$ cat config.mk
export PLATFORM = sky130hd
export DESIGN_NAME = ro_freq_counter
export DESIGN_NICKNAME = d
export VERILOG_FILES = /design/src/rtl/ro_test_pkg.sv /design/src/rtl/ro_edge_sync.sv /design/src/rtl/ro_freq_counter.sv
export SDC_FILE = /design/constraint.sdc
export NUM_CORES = 1
export LEC_CHECK = 0
export BUFFER_PORTS_ARGS = -buffer_cell sky130_fd_sc_hd__buf_2
export CORE_MARGIN = 2
export CORE_UTILIZATION = 55
export CTS_BUF_LIST = sky130_fd_sc_hd__clkbuf_4 sky130_fd_sc_hd__clkbuf_8
export CTS_CLUSTER_SIZE = 12
export DETAILED_ROUTE_END_ITERATION = 6
export PLACE_DENSITY_LB_ADDON = 0.05
export SYNTH_ARGS = -nofsm -noshare
export SYNTH_HDL_FRONTEND = slang
export SYNTH_SLANG_ARGS = --single-unit
$ cat constraint.sdc
create_clock -name data_clk -period 2.3 [get_ports data_clk]
set_input_delay 0.115 -clock data_clk [delete_from_list [all_inputs] [get_ports data_clk]]
set_output_delay 0.115 -clock data_clk [all_outputs]
set_load 0.005 [all_outputs]
$ cat src/rtl/ro_test_pkg.sv
// Purpose: shared types and defaults for the ring-oscillator frequency counter.
// Latency: n/a (declarations only).
// Backpressure: n/a.
package ro_test_pkg;

    localparam int COUNT_W = 32;

    localparam logic [31:0] GATE_CYCLES_DEFAULT = 32'd1_000_000;
    localparam logic [15:0] HOLD_CYCLES_DEFAULT = 16'd128;

    // Measurement sequencer states.
    typedef enum logic [2:0] {
        ST_IDLE  = 3'd0,
        ST_CLEAR = 3'd1,
        ST_GATE  = 3'd2,
        ST_LATCH = 3'd3,
        ST_HOLD  = 3'd4
    } ro_state_t;

    // One full set of measurement results (working or latched).
    typedef struct packed {
        logic [COUNT_W-1:0] inv_cnt;
        logic [COUNT_W-1:0] nand_cnt;
        logic [COUNT_W-1:0] nor_cnt;
        logic [COUNT_W-1:0] clk_cnt;
    } ro_counts_t;

endpackage

$ cat src/rtl/ro_edge_sync.sv
// Purpose: bring an asynchronous RO signal into data_clk and flag its rising edges.
// Latency: rise asserts for one cycle, 3 data_clk edges after the input rises.
// Backpressure: none; one rise pulse per input rising edge.
//
// Ports:
//   data_clk - system clock
//   reset    - synchronous active-high reset, clears all flops
//   ro_in    - asynchronous divided ring-oscillator input
//   rise     - one-cycle pulse per synchronized rising edge
module ro_edge_sync (
    input  logic data_clk,
    input  logic reset,
    input  logic ro_in,
    output logic rise
);

    logic sync1;
    logic sync2;
    logic sync3;

    // sync1/sync2 are the metastability stages; sync3 only delays sync2
    // so the edge detect compares two settled samples.
    always_ff @(posedge data_clk) begin
        if (reset) begin
            sync1 <= 1'b0;
            sync2 <= 1'b0;
            sync3 <= 1'b0;
        end else begin
            sync1 <= ro_in;
            sync2 <= sync1;
            sync3 <= sync2;
        end
    end

    assign rise = sync2 & ~sync3;

endmodule

$ cat src/rtl/ro_freq_counter.sv
// Purpose: count RO rising edges and data_clk cycles over a fixed gate window.
// Latency: results and count_valid appear GATE_CYCLES+2 cycles after a window starts.
// Backpressure: none; results are held stable for HOLD_CYCLES after each count_valid.
//
// Ports:
//   data_clk                       - system clock (rising edge)
//   reset                          - synchronous active-high reset
//   enable                         - level request, high = measure continuously
//   inv_ro, nand_ro, nor_ro        - asynchronous divided RO inputs
//   INV/NAND/NOR_COUNT, CLK_COUNT  - latched results of the last completed window
//   count_valid                    - one-cycle pulse when new results are latched
//   busy                           - high whenever the sequencer is not idle
module ro_freq_counter
    import ro_test_pkg::*;
#(
    parameter logic [31:0] GATE_CYCLES = GATE_CYCLES_DEFAULT,
    parameter logic [15:0] HOLD_CYCLES = HOLD_CYCLES_DEFAULT
) (
    input  logic                data_clk,
    input  logic                reset,
    input  logic                enable,
    input  logic                inv_ro,
    input  logic                nand_ro,
    input  logic                nor_ro,
    output logic [COUNT_W-1:0]  INV_COUNT,
    output logic [COUNT_W-1:0]  NAND_COUNT,
    output logic [COUNT_W-1:0]  NOR_COUNT,
    output logic [COUNT_W-1:0]  CLK_COUNT,
    output logic                count_valid,
    output logic                busy
);

    ro_state_t  state;
    ro_state_t  state_nxt;
    ro_counts_t work;
    ro_counts_t result;
    logic [15:0] hold_cnt;

    logic inv_rise;
    logic nand_rise;
    logic nor_rise;
    logic gate_last;
    logic hold_last;

    ro_edge_sync u_inv_sync (
        .data_clk (data_clk),
        .reset    (reset),
        .ro_in    (inv_ro),
        .rise     (inv_rise)
    );

    ro_edge_sync u_nand_sync (
        .data_clk (data_clk),
        .reset    (reset),
        .ro_in    (nand_ro),
        .rise     (nand_rise)
    );

    ro_edge_sync u_nor_sync (
        .data_clk (data_clk),
        .reset    (reset),
        .ro_in    (nor_ro),
        .rise     (nor_rise)
    );

    // The working cycle counter doubles as the gate timer: it has counted
    // GATE_CYCLES-1 cycles at the start of the final gate cycle.
    assign gate_last = (work.clk_cnt == GATE_CYCLES - 32'd1);
    assign hold_last = (hold_cnt == HOLD_CYCLES - 16'd1);

    always_comb begin
        state_nxt = state;
        case (state)
            ST_IDLE: begin
                if (enable) state_nxt = ST_CLEAR;
            end
            ST_CLEAR: begin
                state_nxt = enable ? ST_GATE : ST_IDLE;
            end
            ST_GATE: begin
                // Losing enable abandons the window, even on its last cycle.
                if (!enable)        state_nxt = ST_IDLE;
                else if (gate_last) state_nxt = ST_LATCH;
            end
            ST_LATCH: begin
                state_nxt = ST_HOLD;
            end
            ST_HOLD: begin
                // Results already published always see their hold out.
                if (hold_last) state_nxt = enable ? ST_CLEAR : ST_IDLE;
            end
            default: begin
                state_nxt = ST_IDLE;
            end
        endcase
    end

    always_ff @(posedge data_clk) begin
        if (reset) begin
            state       <= ST_IDLE;
            work        <= '0;
            result      <= '0;
            hold_cnt    <= '0;
            count_valid <= 1'b0;
        end else begin
            state       <= state_nxt;
            count_valid <= (state == ST_LATCH);
            case (state)
                ST_CLEAR: begin
                    work <= '0;
                end
                ST_GATE: begin
                    work.inv_cnt  <= work.inv_cnt  + {{(COUNT_W-1){1'b0}}, inv_rise};
                    work.nand_cnt <= work.nand_cnt + {{(COUNT_W-1){1'b0}}, nand_rise};
                    work.nor_cnt  <= work.nor_cnt  + {{(COUNT_W-1){1'b0}}, nor_rise};
                    work.clk_cnt  <= work.clk_cnt  + {{(COUNT_W-1){1'b0}}, 1'b1};
                end
                ST_LATCH: begin
                    result   <= work;
                    hold_cnt <= '0;
                end
                ST_HOLD: begin
                    hold_cnt <= hold_cnt + 16'd1;
                end
                default: begin
                end
            endcase
        end
    end

    assign INV_COUNT  = result.inv_cnt;
    assign NAND_COUNT = result.nand_cnt;
    assign NOR_COUNT  = result.nor_cnt;
    assign CLK_COUNT  = result.clk_cnt;
    assign busy       = (state != ST_IDLE);

endmodule

==> summary.md, run 1 <==
| Metric | Value |
|---|---|
| Largest buffer count on any clock path | 3 |
| EDFF count, synth | 0 |
| Total clock buffers created by CTS | 46 |
| Violations in the final reports | DRC |
| PnR Total Power | 9.981 mW |
| Finished layout cell area | 14180 um2 |
| Worst ir drop on vdd | 469.0 uV |
| Data required time at the worst endpoint | 2.75 ns |
| Max Fanout on Critical Path | 8 |
| Power density cells | 703.9 nW/um2 |
| Worst min-delay path class | primary input to flop |
| Post-synth top area share | 47.84% |
| Critical path data arrival time | 2.64 ns |
| Primary flip-flop cell chosen by synthesis mapping | sky130_fd_sc_hd__dfxtp_1 |
| Number of warning messages in the yosys log | 0 |
| Overall die area | 22880 um2 |
| Number of global-route vias before repair | 9893 |
| Share of final-layout standard cells stronger than drive strength 1 | 19.93% |
| GR Layer Usage met3 | 4.367% |
| Number of failing setup endpoints in the final timing report | 0 |
| Internal Pwr Total | 7.753 mW |
| Hold wc startpoint | inv_ro |
| Drt initial violations | 735 |
| Post-synthesis sequential area ratio | 47.84% |
| Top area cells in the synthesized netlist | sky130_fd_sc_hd__dfxtp_1 (48%), sky130_fd_sc_hd__nand2_1 (10%), sky130_fd_sc_hd__a21oi_1 (8.3%) |
| IO buf count | 135 |
| Chip Height | 151.3 um |
| Clock net sink count | 285 |
| Worst r2r src | work[9]$_SDFFE_PP0P_ |
| Detailed-placement wirelength estimate | 18.01 mm |
| Hold Crit Depth | 3 |
| Syn Nets | 1473 |
| CTS clock-pin slew for the worst setup and hold paths | 0.06 ns |
| Number of antenna repair diodes | 0 |
| Share of power burned in the clock network | 47.1% |
| GR Overflow Total | 0 |
| Reg2Reg Depth | 5 |
| Power share of the combinational group | 3.3% |
| Global-route met1 utilization | 34.63% |
| R2R setup slack | 0.11 ns |
| Final number of hold-violating endpoints | 0 |
| Count of TritonRoute iterations in the first routing pass | 7 |
| Total wire length | 28.51 mm |
| Worst relative slew slack | 50.09% |
| Result of the run | complete, but fails checks |
| Area Growth Syn to Fin | 18.90% |
| Terminus of the critical flop-to-flop path | work[27]$_SDFFE_PP0P_ |
| Starting utilization of the core area | 56.37% |
| Top Usage Layer GRT | met2 |
| Via count | 10950 |
| Final weighted congestion in routability-driven placement | 0.8051 |
| Setup Crit Path Kind | flop to flop |
| Number of buffers inserted to repair setup after CTS | 0 |
| Seq cells post-synth | 285 |
| Setup crit end kind | flop |
| Number of levels in the clock H-tree | 2 |
| Post-route DRC | 4 |
| Mapped Area | 11930 um2 |
| Filler cell count in the final layout | 1875 |
| Post-DR vias/cell | 5.715 |
| Count of nets after finishing | 1619 |
| Final worst path period share | 95.39% |
| Leakage power of the design | 5.190 nW |
| Final worst clock skew | 0.01728 ns |
| TritonCTS clock tree | done |
| Netlist cell types | 54 |
| Count of max-cap constraint violations | 0 |
| Shortest period the worst path allows | 2.194 ns |
| Global-route wire length before repair | 47.26 mm |
| Number of antenna violations at the first check in global routing | 0 |
| Actual transition at the worst max-transition pin | 0.7486 ns |
| Worst-skew pair later-pin latency | 0.56 ns |
| Sequential Power Share | 49.6% |
| Synthesized instance count | 1459 |
| Share of synthesized registers carrying an async set or reset | 0% |
| Pin count of the biggest net entering global routing | 155 |
| All-Layer GR Usage | 24.65% |
| Switching portion of total power | 22.32% |
| I/O pin count | 136 |
| Hold endpoint | u_inv_sync.sync1$_SDFF_PP0_ |
| Met2 track demand over resource | 39.21% |
| Post-Place Cell Area | 13070 um2 |
| Core Area | 21150 um2 |
| Fmax | 455.8 MHz |
| Width of the chip | 151.3 um |
| Critical Path Start Type | flop |
| Clock root cell | sky130_fd_sc_hd__clkbuf_8 |
| Cell Rows | 53 |
| Power spent charging and discharging nets | 2.228 mW |
| Mean post-synth cell area | 8.174 um2 |
| Antenna-violating nets left | 0 |
| Wire length per cell | 14.88 um |
| Number of max-slew violations in the final report | 0 |
| Cell type with the largest total area after synthesis | sky130_fd_sc_hd__dfxtp_1 |
[flip-flops by register name, indices dropped and copies added, names as in the netlist]
name	cells
work	128
u_nor_sync.sync1	1
NOR_COUNT	32
CLK_COUNT	32
u_nand_sync.sync2	1
state	3
u_inv_sync.sync3	1
NAND_COUNT	32
u_inv_sync.sync1	1
u_nand_sync.sync1	1
u_inv_sync.sync2	1
u_nand_sync.sync3	1
u_nor_sync.sync2	1
count_valid	1
INV_COUNT	32
hold_cnt	16
u_nor_sync.sync3	1
[layout by cell type (no fill, tap or decap), drive strengths merged, types with 4 or more instances in the layout]
cell | synthesis | routed
a311oi | 4 | 4
o2111ai | 11 | 11
a22oi | 8 | 8
o21a | 12 | 12
nand3 | 71 | 71
o211ai | 21 | 21
buf | 18 | 192
o31ai | 22 | 22
a31oi | 6 | 6
dfxtp | 285 | 285
and4 | 8 | 8
o21ai | 13 | 13
nand4 | 72 | 72
a21oi | 198 | 198
nor2b | 12 | 12
nor3b | 4 | 4
or3 | 25 | 25
dlygate4sd3 | 0 | 5
ha | 8 | 8
nor4 | 22 | 22
and3 | 25 | 25
mux2 | 16 | 16
or4 | 15 | 15
o41ai | 11 | 11
clkbuf | 82 | 80
inv | 18 | 18
nand3b | 9 | 9
nor3 | 14 | 14
a211oi | 4 | 4
or2 | 16 | 16
o311ai | 10 | 10
nand2 | 328 | 328
nor2 | 73 | 73
[final cells by class]
| cell class | instances | area, um2 | area share, % |
|---|---|---|---|
| clock buffers | 79 | 999.7 | 7.051 |
| clock inverters | 5 | 30.03 | 0.2118 |
| inverters | 18 | 67.56 | 0.4765 |
| multi-input cells | 1056 | 5774 | 40.73 |
| flip-flops and latches | 285 | 5705 | 40.24 |
| well taps | 275 | 344.1 | 2.427 |
| repair buffers | 198 | 1257 | 8.869 |
[what timing repair did]
item / in CTS / in global routing
hold buffers: 5 / 0
endpoints found under the setup margin: 0 / 20
endpoints found under the hold margin: 5 / 0
gates resized for setup: 0 / 8
[worst max-delay path: stages (launching register included)]
cell,delay (ns)
sky130_fd_sc_hd__dfxtp_1,0.43
sky130_fd_sc_hd__nand4_2,0.16
sky130_fd_sc_hd__or2_0,0.25
sky130_fd_sc_hd__or4_4,0.60
sky130_fd_sc_hd__or3_1,0.35
sky130_fd_sc_hd__mux2_4,0.30
[how the worst max path moves through the flow]
stage          slack, ns                         from  cells after the start                      to
6_report            0.11         work[9]$_SDFFE_PP0P_                      5   work[27]$_SDFFE_PP0P_
2_1_floorplan       0.02         work[7]$_SDFFE_PP0P_                      8   work[27]$_SDFFE_PP0P_
3_5_place_dp        0.05        state[1]$_SDFFE_PP0P_                      6    work[2]$_SDFFE_PP0P_
3_3_place_gp        0.09  u_inv_sync.sync2$_SDFF_PP0_                     10  work[126]$_SDFFE_PP0P_
4_1_cts             0.01        state[1]$_SDFFE_PP0P_                      6    work[2]$_SDFFE_PP0P_
5_1_grt            -0.02  u_inv_sync.sync2$_SDFF_PP0_                      9  work[126]$_SDFFE_PP0P_
[cells in the mapped netlist, types with 3 or more instances]
cell type	instances
sky130_fd_sc_hd__nand2_1	328
sky130_fd_sc_hd__dfxtp_1	285
sky130_fd_sc_hd__a21oi_1	198
sky130_fd_sc_hd__clkbuf_1	82
sky130_fd_sc_hd__nor2_1	73
sky130_fd_sc_hd__nand4_1	70
sky130_fd_sc_hd__nand3_1	69
sky130_fd_sc_hd__and3_1	25
sky130_fd_sc_hd__or3_1	25
sky130_fd_sc_hd__o31ai_1	22
sky130_fd_sc_hd__o211ai_1	21
sky130_fd_sc_hd__nor4_1	19
sky130_fd_sc_hd__inv_1	18
sky130_fd_sc_hd__mux2_2	15
sky130_fd_sc_hd__nor3_1	14
sky130_fd_sc_hd__or4_1	14
sky130_fd_sc_hd__o21ai_0	13
sky130_fd_sc_hd__or2_2	13
sky130_fd_sc_hd__nor2b_1	12
sky130_fd_sc_hd__o21a_1	12
sky130_fd_sc_hd__o2111ai_1	11
sky130_fd_sc_hd__o41ai_1	11
sky130_fd_sc_hd__o311ai_0	10
sky130_fd_sc_hd__nand3b_1	9
sky130_fd_sc_hd__a22oi_1	8
sky130_fd_sc_hd__and4_1	8
sky130_fd_sc_hd__ha_1	8
sky130_fd_sc_hd__buf_1	7
sky130_fd_sc_hd__a31oi_1	6
sky130_fd_sc_hd__a211oi_1	4
sky130_fd_sc_hd__a311oi_1	4
sky130_fd_sc_hd__buf_2	4
sky130_fd_sc_hd__buf_4	4
sky130_fd_sc_hd__buf_6	3
sky130_fd_sc_hd__mux2i_1	3
sky130_fd_sc_hd__nor3b_1	3
sky130_fd_sc_hd__nor4_4	3
sky130_fd_sc_hd__or2_0	3
[per-layer routing]
metal  vias up  share of wire, %
li1       5547                 -
met1      5105                48
met2       258                46
met3        39               5.2
met4         0               1.5
met5         -                 0
[through the flow]
step / util [%] / hold slack, ns / setup TNS, ns / std cells / setup WS, ns
6_report: 67.03 / 0.3265 / 0 / 1916 / 0.1060
5_1_grt: 67.03 / 0.3227 / -0.01711 / 1916 / -0.01711
4_1_cts: 66.89 / 0.3051 / 0 / 1916 / 0.01170
3_5_place_dp: 61.79 / 0.3506 / 0 / 1827 / 0.04662
3_3_place_gp: 61.79 / 0.3413 / 0 / 1827 / 0.08572
2_1_floorplan: - / 0.2432 / 0 / 1459 / 0.01758
[power groups by stage]
stage / registers (mW) / logic (mW) / clock network [mW]
detailed placement: 5.06 / 0.318 / 0
global route: 4.95 / 0.356 / 5.04
global placement: 5.06 / 0.320 / 0
CTS: 4.95 / 0.328 / 4.80
floorplan: 5.06 / 0.210 / 0
finish: 4.95 / 0.327 / 4.70
[cell families after synthesis]
| family | Yosys count | share of synthesized area [%] |
|---|---|---|
| DFF | 285 | 47.84 |
| xor gates and xnor gates | 1 | 0.07346 |
| and+or+nand+nor | 704 | 29.02 |
| adders and majority gates | 9 | 0.9233 |
| muxes | 19 | 1.794 |
| buffers and inverters | 118 | 4.071 |
| AOI/OAI and AO/OA | 323 | 16.27 |
Power figures use the tool's default switching activity.
==> run 2, diff against run 1 <==
Settings changed: CORE_UTILIZATION 55 to 42.
==> summary.md, run 2 (same netlist as run 1, synthesis figures left out) <==
| Metric | Value |
|---|---|
| Standard cell with the maximum stage delay on the critical path | sky130_fd_sc_hd__or4_1 |
| Critical path buffer and inverter count | 1 |
| Actual transition at the worst max-transition pin | 0.6049 ns |
| Max Fanout on Critical Path | 22 |
| Register bank with the most flops | work |
| Setup crit end kind | flop |
| Drt initial violations | 681 |
| Largest register FFs | 128 |
| Setup Crit Path Kind | flop to flop |
| Largest buffer count on any clock path | 3 |
| PnR Total Power | 10.34 mW |
| Final number of hold-violating endpoints | 0 |
| Clock net sink count | 285 |
| Hold endpoint | u_nand_sync.sync1$_SDFF_PP0_ |
| Worst relative slew slack | 59.67% |
| CTS clock-pin slew for the worst setup and hold paths | 0.06 ns |
| Critical Path Max Stage Delay | 0.44 ns |
| Post-route DRC | 0 |
| Reg2Reg Depth | 6 |
| Share of final-layout standard cells stronger than drive strength 1 | 20.60% |
| Total wire length | 29.94 mm |
| Via count | 10980 |
| Leakage power of the design | 5.280 nW |
| Core Area | 27860 um2 |
| Number of levels in the clock H-tree | 2 |
| Filler cell count in the final layout | 2786 |
| Hold Crit Depth | 3 |
| Cells along the critical path | or3b_4, buf_4, nor2_1, nand3_1, or4_1, a21oi_1 |
| All-Layer GR Usage | 19.69% |
| Count of nets after finishing | 1635 |
| TritonCTS clock tree | done |
| Total clock buffers created by CTS | 48 |
| Leading cell type in the layout, fill and taps excluded | sky130_fd_sc_hd__nand2_1 |
| Count of max-cap constraint violations | 0 |
| Hold wc startpoint | nand_ro |
| Number of failing setup endpoints in the final timing report | 0 |
| Worst ir drop on vdd | 554.2 uV |
| Final weighted congestion in routability-driven placement | 0.8066 |
| Worst min-delay path class | primary input to flop |
| Data required time at the worst endpoint | 2.80 ns |
| Area Growth Syn to Fin | 21.37% |
| Terminus of the critical flop-to-flop path | work[95]$_SDFFE_PP0P_ |
| Number of antenna violations at the first check in global routing | 1 |
| Count of TritonRoute iterations in the first routing pass | 5 |
| Fmax | 461.3 MHz |
| Result of the run | complete, no violations |
| Overall die area | 29760 um2 |
| Wire length per cell | 14.72 um |
| Total negative setup slack | 0 ns |
| Critical Path Start Type | flop |
| Cell Rows | 61 |
| Shortest period the worst path allows | 2.168 ns |
| Final worst clock skew | 0.02342 ns |
| Starting utilization of the core area | 42.81% |
| Post-DR vias/cell | 5.399 |
| Pin count of the biggest net entering global routing | 107 |
| Post-Place Cell Area | 13290 um2 |
| IO buf count | 135 |
| Highest-count cells in the layout ignoring fill and taps | sky130_fd_sc_hd__nand2_1 (328), sky130_fd_sc_hd__dfxtp_1 (285), sky130_fd_sc_hd__a21oi_1 (198) |
| Detailed-placement wirelength estimate | 19.27 mm |
| Number of global-route vias before repair | 10110 |
| Finished layout cell area | 14470 um2 |
| Worst-skew pair later-pin latency | 0.57 ns |
| I/O pin count | 136 |
| Global-route wire length before repair | 50.63 mm |
| Final worst path period share | 94.24% |
| Chip Height | 172.5 um |
| Critical path data arrival time | 2.66 ns |
| Clock root cell | sky130_fd_sc_hd__clkbuf_8 |
| Number of max-slew violations in the final report | 0 |
| Antenna-violating nets left | 0 |
| Setup repair after global routing missed its margin | false |
| Width of the chip | 172.5 um |
| R2R setup slack | 0.13 ns |
| Worst r2r src | state[1]$_SDFFE_PP0P_ |
| Crit path max-delay family | simple AND/OR/NAND/NOR gates |
| GR Overflow Total | 0 |
| Power density cells | 714.1 nW/um2 |
[run 2: per-layer routing]
metal | up-vias | track usage [%] | wire, um
met3 | 27 | 3.714 | 1422
met5 | - | 0 | 0
li1 | 5566 | - | -
met2 | 242 | 30.56 | 13180
met4 | 0 | 4.558 | 340
met1 | 5146 | 28.29 | 15010
[run 2: power by group]
part	total (mW)	internal [mW]	switching, mW
logic	0.347	0.0877	0.259
registers	4.95	4.95	0.00477
clock network	5.04	3.02	2.02
total	10.3	8.05	2.28
[run 2: cell type report]
cell class              instances  area [um2]  area share, %
inverters                      18       67.56         0.4668
clock inverters                 7       115.1         0.7953
repair buffers                212        1363          9.414
clock buffers                  77       978.4          6.760
diodes                          1       2.502        0.01729
multi-input cells            1056        5769          39.86
flip-flops and latches        285        5705          39.42
well taps                     378       473.0          3.268
[run 2: worst reg2reg max path: stages (launching register included)]
cell                      delay (ns)
sky130_fd_sc_hd__dfxtp_1        0.32
sky130_fd_sc_hd__or3b_4         0.42
sky130_fd_sc_hd__buf_4          0.25
sky130_fd_sc_hd__nor2_1         0.32
sky130_fd_sc_hd__nand3_1        0.23
sky130_fd_sc_hd__or4_1          0.44
sky130_fd_sc_hd__a21oi_1        0.14
[run 2: worst max-delay path by stage]
stage / start / endpoint / cells after the start
after global placement: state[2]$_SDFFE_PP0P_ / work[127]$_SDFFE_PP0P_ / 6
final: state[1]$_SDFFE_PP0P_ / work[95]$_SDFFE_PP0P_ / 6
after global routing: u_nor_sync.sync2$_SDFF_PP0_ / work[54]$_SDFFE_PP0P_ / 9
after CTS: state[1]$_SDFFE_PP0P_ / work[127]$_SDFFE_PP0P_ / 6
after floorplan: work[7]$_SDFFE_PP0P_ / work[27]$_SDFFE_PP0P_ / 8
after detailed placement: state[2]$_SDFFE_PP0P_ / work[127]$_SDFFE_PP0P_ / 6
[run 2: through the flow]
stage                     hold WS (ns)  std cells  setup slack (ns)  util (%)
after floorplan                 0.2432       1459           0.01758         -
after detailed placement        0.3272       1941           0.08591     47.70
after global routing            0.3193       2034          0.003608     51.96
after global placement          0.3255       1941            0.1169     47.70
after CTS                       0.2959       2030           0.03845     51.80
final                           0.3287       2034            0.1324     51.96
[run 2: what timing repair did]
| item | in CTS | in global routing |
|---|---|---|
| hold buffers | 5 | 0 |
| setup buffers | 0 | 3 |
| gates resized for setup | 0 | 6 |
| setup endpoints to repair | 0 | 12 |
| hold endpoints to repair | 38 | 0 |
==> run 3, diff against run 2 <==
Settings changed: REMOVE_ABC_BUFFERS set to 1.
==> summary.md, run 3 (same netlist as run 1, synthesis figures left out) <==
| Metric | Value |
|---|---|
| Result of the run | complete, no violations |
| Register bank with the most flops | work |
| Overall die area | 29760 um2 |
| All-Layer GR Usage | 19.41% |
| Post-DR vias/cell | 5.409 |
| Wire length per cell | 14.87 um |
| Sequential Power Share | 50.0% |
| Fmax | 457.3 MHz |
| Cell Rows | 61 |
| Actual transition at the worst max-transition pin | 0.6758 ns |
| Starting utilization of the core area | 42.81% |
| Setup crit end kind | flop |
| Via count | 10890 |
| Final number of hold-violating endpoints | 0 |
| Number of levels in the clock H-tree | 2 |
| Worst ir drop on vdd | 437.7 uV |
| Setup repair after global routing missed its margin | true |
| Final weighted congestion in routability-driven placement | 0.7936 |
| Worst min-delay path class | primary input to flop |
| Critical Path Max Stage Delay | 0.59 ns |
| Share of final-layout standard cells stronger than drive strength 1 | 19.76% |
| Worst relative slew slack | 54.90% |
| Number of buffers inserted to repair setup after CTS | 0 |
| Count of TritonRoute iterations in the first routing pass | 5 |
| Area Growth Syn to Fin | 19.54% |
| CTS clock-pin slew for the worst setup and hold paths | 0.06 ns |
| Count of max-cap constraint violations | 0 |
| Critical Path Start Type | flop |
| Clock root cell | sky130_fd_sc_hd__clkbuf_8 |
| Leading cell type in the layout, fill and taps excluded | sky130_fd_sc_hd__nand2_1 |
| Shortest period the worst path allows | 2.187 ns |
| IO buf count | 135 |
| Power density cells | 694.5 nW/um2 |
| PnR Total Power | 9.899 mW |
| Post-route DRC | 0 |
| Total clock buffers created by CTS | 48 |
| Critical path data arrival time | 2.63 ns |
| Core Area | 27860 um2 |
| Count of nets after finishing | 1616 |
| Switching portion of total power | 22.69% |
| TritonCTS clock tree | done |
| I/O pin count | 136 |
| Clock net sink count | 285 |
| Standard cell with the maximum stage delay on the critical path | sky130_fd_sc_hd__or4_4 |
| Width of the chip | 172.5 um |
| Number of antenna violations at the first check in global routing | 0 |
| Critical path buffer and inverter count | 0 |
| Internal Pwr Total | 7.653 mW |
| Setup Crit Path Kind | flop to flop |
| Number of global-route vias before repair | 10050 |
| Largest buffer count on any clock path | 3 |
| Final worst path period share | 95.08% |
| Global-route wire length before repair | 49.48 mm |
| GR Overflow Total | 0 |
| Max Fanout on Critical Path | 8 |
| Antenna-violating nets left | 0 |
| Number of antenna repair diodes | 0 |
| Filler cell count in the final layout | 2807 |
| Total negative setup slack | 0 ns |
| Pin count of the biggest net entering global routing | 109 |
| Total wire length | 29.92 mm |
| Highest-count cells in the layout ignoring fill and taps | sky130_fd_sc_hd__nand2_1 (328), sky130_fd_sc_hd__dfxtp_1 (285), sky130_fd_sc_hd__a21oi_1 (198) |
| Share of power burned in the clock network | 46.5% |
| Largest register FFs | 128 |
| Crit path max-delay family | simple AND/OR/NAND/NOR gates |
| Power spent charging and discharging nets | 2.247 mW |
| Drt initial violations | 537 |
| Detailed-placement wirelength estimate | 19.38 mm |
| Final worst clock skew | 0.02931 ns |
| Worst-skew pair later-pin latency | 0.57 ns |
| Data required time at the worst endpoint | 2.74 ns |
| Cells along the critical path | nand4_2, or2_0, or4_4, or3_1, mux2_4 |
| Number of failing setup endpoints in the final timing report | 0 |
| Chip Height | 172.5 um |
| Number of max-slew violations in the final report | 0 |
| Leakage power of the design | 5.148 nW |
| Power share of the combinational group | 3.4% |
## run 3: cell types whose count changed in the layout (fill, tap and decap cells not counted), moves of 2 or more
cell                        change
sky130_fd_sc_hd__buf_4         -20
sky130_fd_sc_hd__clkbuf_4       +5
sky130_fd_sc_hd__clkbuf_8       -4
sky130_fd_sc_hd__bufinv_16      -3
sky130_fd_sc_hd__nand3_1        -2
sky130_fd_sc_hd__nand3_2        +2
## run 3: worst paths after layout
path                               startpoint                     endpoint  slack (ns)  depth (start not counted)
setup / recovery         work[9]$_SDFFE_PP0P_        work[27]$_SDFFE_PP0P_        0.11                          5
hold / removal                         nor_ro  u_nor_sync.sync1$_SDFF_PP0_        0.30                          3
setup reg to reg         work[9]$_SDFFE_PP0P_        work[27]$_SDFFE_PP0P_        0.11                          5
hold reg to reg   u_inv_sync.sync1$_SDFF_PP0_  u_inv_sync.sync2$_SDFF_PP0_        0.44                          1
## run 3: power by group through the flow
stage | Sequential (mW) | Clock, mW | Combinational (mW)
6_report | 4.95 | 4.61 | 0.339
3_5_place_dp | 5.06 | 0 | 0.336
2_1_floorplan | 5.07 | 0 | 0.117
4_1_cts | 4.95 | 4.75 | 0.343
5_1_grt | 4.95 | 4.97 | 0.369
3_3_place_gp | 5.06 | 0 | 0.337
## run 3: worst reg2reg max path, stage by stage (launching register included)
cell	delay (ns)
sky130_fd_sc_hd__dfxtp_1	0.41
sky130_fd_sc_hd__nand4_2	0.17
sky130_fd_sc_hd__or2_0	0.25
sky130_fd_sc_hd__or4_4	0.59
sky130_fd_sc_hd__or3_1	0.35
sky130_fd_sc_hd__mux2_4	0.30
## run 3: metrics by stage
| stage | cell area, um2 | instances | hold slack (ns) | utilization [%] | setup WS [ns] |
|---|---|---|---|---|---|
| 6_report | 14250 | 2013 | 0.2952 | 51.17 | 0.1132 |
| 5_1_grt | 14250 | 2013 | 0.3092 | 51.17 | -0.02934 |
| 4_1_cts | 14210 | 2013 | 0.2731 | 51.03 | 0.08508 |
| 3_5_place_dp | 13170 | 1925 | 0.3372 | 47.29 | 0.09989 |
| 2_1_floorplan | 11510 | 1359 | 0.1841 | - | -1.545 |
| 3_3_place_gp | 13170 | 1925 | 0.3305 | 47.29 | 0.1085 |
## run 3: cell type report
| class | count | area [um2] | share of cell area [%] |
|---|---|---|---|
| Multi-Input combinational cell | 1056 | 5786 | 40.59 |
| Sequential cell | 285 | 5705 | 40.02 |
| Timing Repair Buffer | 193 | 1232 | 8.646 |
| Clock buffer | 78 | 960.9 | 6.741 |
| Tap cell | 378 | 473.0 | 3.318 |
| Inverter | 18 | 67.56 | 0.4740 |
| Clock inverter | 5 | 30.03 | 0.2107 |
## run 3: timing repair
action                                  in CTS  in global routing
endpoints found under the setup margin       0                 14
hold endpoints to repair                    26                  0
resized for setup                            0                  9
hold buffers                                 5                  0
## run 3: routing by layer
layer	global-route usage, %	up-vias	routed length (um)
met5	0	-	0
li1	-	5524	-
met1	26.65	5136	14770
met4	5.271	0	528
met2	31.63	184	13560
met3	3.161	44	1068
